**src/rtl/top_pkg.sv**
```systemverilog
`timescale 1ns/1ps
// Shared constants and types for the UART echo system.
package top_pkg;
  localparam int CLK_HZ     = 16000000;
  localparam int BAUD       = 19200;
  localparam int OVERSAMPLE = 16;
  // Rounded clocks per oversample tick (52 at 16 MHz / 19200 baud).
  localparam int TICK_DIV   = (CLK_HZ + (BAUD * OVERSAMPLE) / 2) / (BAUD * OVERSAMPLE);
  localparam logic [7:0] LF = 8'h0A;

  typedef enum logic [1:0] {CPU_IDLE, CPU_WAIT_RX, CPU_SEND_LF, CPU_HALT} cpu_state_e;
  typedef enum logic [1:0] {SER_IDLE, SER_START, SER_DATA, SER_STOP} ser_state_e;

  typedef struct packed {
    logic       vld;
    logic [7:0] data;
  } byte_req_t;

  function automatic int ptr_w(input int depth);
    return (depth > 1) ? $clog2(depth) : 1;
  endfunction
endpackage

```
**src/rtl/top_cpu.sv**
```systemverilog
`timescale 1ns/1ps
// Echo controller: forwards ECHO_COUNT bytes RX->TX, appends LF, then halts for good.
module cpu import top_pkg::*; #(
  parameter int ECHO_COUNT = 2
) (
  input  logic       i_clk,
  input  logic       i_rst_n,
  input  logic       i_rx_empty,
  input  logic [7:0] i_rx_data,
  output logic       o_rx_pop,
  input  logic       i_tx_full,
  output byte_req_t  o_tx_req
);
  localparam int CW = $clog2(ECHO_COUNT + 1);

  cpu_state_e    r_state;
  logic [CW-1:0] r_echo_cnt;
  logic          halt;
  logic          w_xfer;

  assign w_xfer   = (r_state == CPU_WAIT_RX) && !halt && !i_rx_empty && !i_tx_full;
  assign o_rx_pop = w_xfer;

  always_comb begin
    o_tx_req = '0;
    if (w_xfer) begin
      o_tx_req.vld  = 1'b1;
      o_tx_req.data = i_rx_data;
    end else if (r_state == CPU_SEND_LF && !i_tx_full) begin
      o_tx_req.vld  = 1'b1;
      o_tx_req.data = LF;
    end
  end

  always_ff @(posedge i_clk or negedge i_rst_n) begin
    if (!i_rst_n) begin
      r_state    <= CPU_IDLE;
      r_echo_cnt <= '0;
      halt       <= 1'b0;
    end else begin
      case (r_state)
        CPU_IDLE:    r_state <= CPU_WAIT_RX;
        CPU_WAIT_RX: if (w_xfer) begin
          r_echo_cnt <= r_echo_cnt + 1'b1;
          if (r_echo_cnt == CW'(ECHO_COUNT - 1)) r_state <= CPU_SEND_LF;
        end
        CPU_SEND_LF: if (!i_tx_full) begin
          r_state <= CPU_HALT;
          halt    <= 1'b1;
        end
        CPU_HALT:    halt    <= 1'b1;
        default:     r_state <= CPU_IDLE;
      endcase
    end
  end
endmodule

```
**src/rtl/top_sync_fifo.sv**
```systemverilog
`timescale 1ns/1ps
// First-word fall-through FIFO; pointers wrap modulo DEPTH (power of 2).
module sync_fifo import top_pkg::*; #(
  parameter int DEPTH = 16,
  parameter int W     = 8
) (
  input  logic         i_clk,
  input  logic         i_rst_n,
  input  logic         i_push,
  input  logic [W-1:0] i_data,
  input  logic         i_pop,
  output logic [W-1:0] o_data,
  output logic         o_empty,
  output logic         o_full
);
  localparam int PW = ptr_w(DEPTH);
  localparam logic [PW:0] FULL_CNT = (PW+1)'(DEPTH);

  logic [W-1:0]  r_mem [DEPTH];
  logic [PW-1:0] r_wptr, r_rptr;
  logic [PW:0]   r_cnt;
  logic          w_push, w_pop;

  assign o_empty = (r_cnt == '0);
  assign o_full  = (r_cnt == FULL_CNT);
  assign w_push  = i_push & ~o_full;
  assign w_pop   = i_pop & ~o_empty;
  assign o_data  = r_mem[r_rptr];

  always_ff @(posedge i_clk or negedge i_rst_n) begin
    if (!i_rst_n) begin
      r_wptr <= '0;
      r_rptr <= '0;
      r_cnt  <= '0;
      for (int i = 0; i < DEPTH; i++) r_mem[i] <= '0;
    end else begin
      if (w_push) begin
        r_mem[r_wptr] <= i_data;
        r_wptr        <= r_wptr + 1'b1;
      end
      if (w_pop) r_rptr <= r_rptr + 1'b1;
      case ({w_push, w_pop})
        2'b10:   r_cnt <= r_cnt + 1'b1;
        2'b01:   r_cnt <= r_cnt - 1'b1;
        default: ;
      endcase
    end
  end
endmodule

```
**src/rtl/top_uart.sv**
```systemverilog
`timescale 1ns/1ps
// 8N1 UART: free-running oversample tick, RX with start re-check, TX, RX/TX FIFOs.
module uart import top_pkg::*; #(
  parameter int FIFO_DEPTH = 16
) (
  input  logic       i_clk,
  input  logic       i_rst_n,
  input  logic       i_rx,
  output logic       o_tx,
  input  logic       i_rx_pop,
  output logic [7:0] o_rx_data,
  output logic       o_rx_empty,
  input  byte_req_t  i_tx_req,
  output logic       o_tx_full
);
  localparam int DW = $clog2(TICK_DIV);
  localparam logic [DW-1:0] DIV_LAST = DW'(TICK_DIV - 1);

  logic [DW-1:0] r_baud_cnt;
  logic          r_tick;

  always_ff @(posedge i_clk or negedge i_rst_n) begin
    if (!i_rst_n) begin
      r_baud_cnt <= '0;
      r_tick     <= 1'b0;
    end else if (r_baud_cnt == DIV_LAST) begin
      r_baud_cnt <= '0;
      r_tick     <= 1'b1;
    end else begin
      r_baud_cnt <= r_baud_cnt + 1'b1;
      r_tick     <= 1'b0;
    end
  end

  // [0],[1] synchronise rx; [2] holds the previous synchronised level for edge detect.
  logic [2:0]  r_rx_sync;
  ser_state_e  r_rx_st;
  logic [3:0]  r_rx_tick;
  logic [2:0]  r_rx_bit;
  logic [7:0]  r_rx_shift;
  logic        r_rx_push;
  logic        w_rx_s, w_rx_fall, w_rx_full;

  assign w_rx_s    = r_rx_sync[1];
  assign w_rx_fall = r_rx_sync[2] & ~r_rx_sync[1];

  always_ff @(posedge i_clk or negedge i_rst_n) begin
    if (!i_rst_n) begin
      r_rx_sync  <= 3'b111;
      r_rx_st    <= SER_IDLE;
      r_rx_tick  <= '0;
      r_rx_bit   <= '0;
      r_rx_shift <= '0;
      r_rx_push  <= 1'b0;
    end else begin
      r_rx_sync <= {r_rx_sync[1:0], i_rx};
      r_rx_push <= 1'b0;
      case (r_rx_st)
        SER_IDLE: if (w_rx_fall) begin
          r_rx_st   <= SER_START;
          r_rx_tick <= '0;
        end
        SER_START: if (r_tick) begin
          if (r_rx_tick == 4'd7) begin
            r_rx_tick <= '0;
            r_rx_bit  <= '0;
            r_rx_st   <= w_rx_s ? SER_IDLE : SER_DATA;
          end else begin
            r_rx_tick <= r_rx_tick + 1'b1;
          end
        end
        SER_DATA: if (r_tick) begin
          r_rx_tick <= r_rx_tick + 1'b1;
          if (r_rx_tick == 4'd15) begin
            r_rx_shift <= {w_rx_s, r_rx_shift[7:1]};
            r_rx_bit   <= r_rx_bit + 1'b1;
            if (r_rx_bit == 3'd7) r_rx_st <= SER_STOP;
          end
        end
        SER_STOP: if (r_tick) begin
          r_rx_tick <= r_rx_tick + 1'b1;
          if (r_rx_tick == 4'd15) begin
            r_rx_push <= w_rx_s;
            r_rx_st   <= SER_IDLE;
          end
        end
        default: r_rx_st <= SER_IDLE;
      endcase
    end
  end

  sync_fifo #(.DEPTH(FIFO_DEPTH), .W(8)) u_rx_fifo (
    .i_clk   (i_clk),
    .i_rst_n (i_rst_n),
    .i_push  (r_rx_push & ~w_rx_full),
    .i_data  (r_rx_shift),
    .i_pop   (i_rx_pop),
    .o_data  (o_rx_data),
    .o_empty (o_rx_empty),
    .o_full  (w_rx_full)
  );

  // TX keeps its own divider phase-aligned to the frame so every bit is exactly 16 ticks.
  ser_state_e    r_tx_st;
  logic [DW-1:0] r_tx_div;
  logic [3:0]    r_tx_tick;
  logic [2:0]    r_tx_bit;
  logic          r_tx;
  logic [7:0]    tx_fifo_out;
  logic          w_tx_fifo_empty, w_tx_bit_end;
  logic          tx_done_tick, tx_empty;

  assign w_tx_bit_end = (r_tx_div == DIV_LAST) && (r_tx_tick == 4'd15);
  assign tx_done_tick = (r_tx_st == SER_STOP) && w_tx_bit_end;
  assign tx_empty     = w_tx_fifo_empty && (r_tx_st == SER_IDLE);
  assign o_tx         = r_tx;

  always_ff @(posedge i_clk or negedge i_rst_n) begin
    if (!i_rst_n) begin
      r_tx_st   <= SER_IDLE;
      r_tx_div  <= '0;
      r_tx_tick <= '0;
      r_tx_bit  <= '0;
      r_tx      <= 1'b1;
    end else begin
      if (r_tx_st != SER_IDLE) begin
        if (r_tx_div == DIV_LAST) begin
          r_tx_div  <= '0;
          r_tx_tick <= r_tx_tick + 1'b1;
        end else begin
          r_tx_div <= r_tx_div + 1'b1;
        end
      end
      case (r_tx_st)
        SER_IDLE: if (!tx_empty) begin
          r_tx_st   <= SER_START;
          r_tx      <= 1'b0;
          r_tx_div  <= '0;
          r_tx_tick <= '0;
        end
        SER_START: if (w_tx_bit_end) begin
          r_tx_st  <= SER_DATA;
          r_tx_bit <= '0;
          r_tx     <= tx_fifo_out[0];
        end
        SER_DATA: if (w_tx_bit_end) begin
          r_tx_bit <= r_tx_bit + 1'b1;
          if (r_tx_bit == 3'd7) begin
            r_tx_st <= SER_STOP;
            r_tx    <= 1'b1;
          end else begin
            r_tx <= tx_fifo_out[r_tx_bit + 3'd1];
          end
        end
        SER_STOP: if (w_tx_bit_end) r_tx_st <= SER_IDLE;
        default:  r_tx_st <= SER_IDLE;
      endcase
    end
  end

  sync_fifo #(.DEPTH(FIFO_DEPTH), .W(8)) u_tx_fifo (
    .i_clk   (i_clk),
    .i_rst_n (i_rst_n),
    .i_push  (i_tx_req.vld),
    .i_data  (i_tx_req.data),
    .i_pop   (tx_done_tick),
    .o_data  (tx_fifo_out),
    .o_empty (w_tx_fifo_empty),
    .o_full  (o_tx_full)
  );
endmodule

```
**src/rtl/top.sv**
```systemverilog
`timescale 1ns/1ps
// System top: echo controller driving a UART with RX/TX FIFOs.
module top import top_pkg::*; #(
  parameter int FIFO_DEPTH = 16,
  parameter int ECHO_COUNT = 2
) (
  input  logic clk,
  input  logic reset_n,
  input  logic rx,
  output logic tx
);
  logic       w_rx_pop, w_rx_empty, w_tx_full;
  logic [7:0] w_rx_data;
  byte_req_t  w_tx_req;

  uart #(.FIFO_DEPTH(FIFO_DEPTH)) uart (
    .i_clk      (clk),
    .i_rst_n    (reset_n),
    .i_rx       (rx),
    .o_tx       (tx),
    .i_rx_pop   (w_rx_pop),
    .o_rx_data  (w_rx_data),
    .o_rx_empty (w_rx_empty),
    .i_tx_req   (w_tx_req),
    .o_tx_full  (w_tx_full)
  );

  cpu #(.ECHO_COUNT(ECHO_COUNT)) cpu (
    .i_clk      (clk),
    .i_rst_n    (reset_n),
    .i_rx_empty (w_rx_empty),
    .i_rx_data  (w_rx_data),
    .o_rx_pop   (w_rx_pop),
    .i_tx_full  (w_tx_full),
    .o_tx_req   (w_tx_req)
  );
endmodule

```
**config.mk**
```make
export PLATFORM = sky130hd
export DESIGN_NAME = top
export DESIGN_NICKNAME = d
export VERILOG_FILES = /design/src/rtl/top_pkg.sv /design/src/rtl/top_cpu.sv /design/src/rtl/top_sync_fifo.sv /design/src/rtl/top_uart.sv /design/src/rtl/top.sv
export SDC_FILE = /design/constraint.sdc
export NUM_CORES = 1
export LEC_CHECK = 0
export ABC_AREA = 1
export CAP_MARGIN = 5
export CORE_MARGIN = 5
export CORE_UTILIZATION = 45
export CTS_BUF_LIST = sky130_fd_sc_hd__clkbuf_16
export DETAILED_ROUTE_END_ITERATION = 8
export PLACE_DENSITY = 0.65
export SYNTH_ARGS = -nofsm -noshare
export SYNTH_HDL_FRONTEND = slang
export SYNTH_SLANG_ARGS = --single-unit
```
**constraint.sdc**
```tcl
create_clock -name clk -period 3 [get_ports clk]
set_clock_uncertainty 0.2 [all_clocks]
set_input_delay 0.9 -clock clk [delete_from_list [all_inputs] [get_ports clk]]
set_output_delay 0.9 -clock clk [all_outputs]
set_load 0.02 [all_outputs]
```
==> results.tsv <==
metric	value	unit
status	completed	
gp_congestion	0.877	
totalWireLength	38500	um
worstSetupPathType	reg2out	
antennaDiodeCount	0	
cp-start-kind	register	
min_path_type	in2async	
dp_hpwl	24000	um
h-tree-depth	2	
drt_iter0_drc	1008	
numCtsBuffers	38	
layoutNonFillerInstCount	2285	
yosys.area.top_type	dfrtp_1	
clk_path_buf_depth	3	
row_count	69	
setup_viol	0	
synth.area.top_cells	dfrtp_1 (51%), nand2_1 (13%), o21ai_0 (6.7%)	
ys_seq_area_share	51.3	%
met3_usage	3.24	%
synth_top_area_share	50.7	%
portBuffers	3	
leakage	0.00799	uW
critPathCaptureType	output port	
clock_latency	0.54	ns
min_period	2.79	ns
grt_pass1_vias	11918	
routedWlPerCell	16.8	um
start_util	45.5	%
synth.cell_area	0.0161	mm2
vias	12318	
place_inst	2213	
io_pins	4	
syn_inst	1816	
yosysWarnings	0	
synthArstFlopShare	100	%
powerDensity	522	mW/mm2
ant_nets	0	
grtUsageMet1	27.8	%
grt_usage	19.6	%
synth_nets	1859	
die_area	0.0398	mm2
fill_cells	3314	
crit_fanout	2	
clk_pin_slew	0.05	ns
critical_path_buf_inv_count	1	
whs	0.106	ns
globalRoute.totalOverflow	0	
synth_area_per_cell	8.89	um2
synth_cell_types	52	
grt_busiest_layer	met2	
nets	1837	
cap_violations	0	
regToRegSetupSlack	0.22	ns
fin_crit_sh	93.0	%
slew_headroom	52.7	%
syn_to_final_growth	9.82	%
drc	0	
fin_tns_setup	0	ns
final_util	50.0	%
drv_slew	0	
cts.sinks	331	
grt_pass1_wl	63400	um
clockRootBuffer	clkbuf_16	
required	1.90	ns
die_y	199	um
worstPathArrival	1.69	ns
worstPathCellList	clkdlybuf4s50_1	
die_w	199	um
ys_ff_latch	331	
vias_per_cell	5.39	
finalHoldViolCount	0	
slowest_stage	clkdlybuf4s50_1	
path_depth	1	
drive_gt1_share	11.6	%
peakVddDrop	0.439	mV
core_region_area	0.0355	mm2
synth_edf_count	0	
rr_endpoint	uart.u_rx_fifo.r_cnt[4]	
max_freq	0.358	GHz
rsz0062_at_grt	no	
worst_pin_slew	0.708	ns
cp_top_family	buffers and inverters	
dr.pass1.iters	6	
cpPeakStageDelay	0.63	ns
ys.flop_type	dfrtp_1	
grt_max_degree	77	
antenna_found_initial	0	
r2r_start	cpu.r_state[1]	
met2_usage	30.9	%
reg2reg_depth	16	
cts_tree	done	
-- state kept, by name, indices dropped and copies added, names as in the netlist, 5 cells and up, named ones only --
register and count:
uart.r_baud_cnt 6, uart.r_rx_shift 8, uart.r_tx_div 6, uart.u_rx_fifo.r_cnt 5, uart.u_rx_fifo.r_mem 128, uart.u_tx_fifo.r_cnt 5, uart.u_tx_fifo.r_mem 128
-- power by group --
group / internal (uW) / switching (uW) / leakage [uW] / total, uW
clock network: 2620 / 1860 / 0.000635 / 4470
logic: 79.5 / 208 / 0.00277 / 287
registers: 4490 / 14.4 / 0.00459 / 4500
-- layout make-up --
class                           count  area (um2)  share of cell area (%)
Clock buffer                       39         976                    5.50
Clock inverter                     31         229                    1.29
Inverter                           98         380                    2.15
Multi-Input combinational cell   1287        6870                    38.7
Sequential cell                   331        8290                    46.8
Tap cell                          461         577                    3.25
Timing Repair Buffer               38         410                    2.31
-- repair_timing --
| item | CTS | global route |
|---|---|---|
| hold buffers | 0 | 0 |
| setup buffers | 0 | 2 |
| setup endpoints to repair | 0 | 2 |
| gates resized for setup | 0 | 6 |
-- layer usage --
layer  vias up  wire length (um)
met5         -                 0
met4         0              1210
met3        85              2080
met2       331             17500
met1      5901             17600
li1       6001                 -
-- layout by cell type (no fill, tap or decap), types with 4 or more instances in the layout --
cell	instances
a31oi_1	4
nand3_2	14
clkinv_1	10
xnor2_1	4
clkinv_2	7
o311ai_1	4
buf_12	9
dfstp_2	4
nand2_1	542
nand2_4	5
o21ai_0	215
nor2_1	53
nand2_2	16
clkbuf_16	39
o22ai_1	5
ha_1	37
a221o_1	6
a21oi_1	70
buf_4	26
inv_2	9
o211ai_1	13
dfrtp_1	325
a22oi_1	12
nand4_1	6
inv_1	97
o21ai_2	46
nand2_8	9
o221ai_1	5
nand3_1	120
o21ai_1	45
xor2_1	21
nor3_1	6
-- how the worst max path moves through the flow --
stage              startpoint                       to  slack (ns)
5_1_grt        cpu.r_state[1]  uart.u_rx_fifo.r_cnt[4]       0.003
6_report            uart.o_tx                       tx        0.21
3_3_place_gp   cpu.r_state[1]  uart.u_tx_fifo.r_cnt[4]        0.15
2_1_floorplan  cpu.r_state[1]  uart.u_tx_fifo.r_cnt[4]        0.19
3_5_place_dp   cpu.r_state[1]  uart.u_tx_fifo.r_cnt[4]        0.07
4_1_cts        cpu.r_state[1]  uart.u_tx_fifo.r_cnt[4]        0.05
-- metrics by stage --
stage / setup slack, ns / instance area [um2] / total power (uW)
after detailed placement: 0.0660 / 16500 / 4880
after floorplan: 0.194 / 16100 / 4720
after global placement: 0.147 / 16500 / 4870
final: 0.210 / 17700 / 9260
after CTS: 0.0543 / 17700 / 9380
after global routing: 0.00266 / 17700 / 9620
-- cell usage after synthesis, types with 23 or more instances --
cell,count
buf_2,30
inv_1,86
ha_1,38
a21oi_1,70
nand2_1,542
buf_6,23
o21ai_1,45
o21ai_0,215
dfrtp_1,327
clkbuf_1,33
o21ai_2,46
nor2_1,54
nand3_1,120
-- logic make-up after synthesis --
kind of cell               synth area share, %
and+or+nand+nor                           22.2
AOI/OAI and AO/OA                         15.6
DFF                                       51.3
buffers and inverters                     6.36
adders and majority gates                 3.19
xor gates and xnor gates                  1.36
No activity file was read; power rests on OpenSTA's default activity.
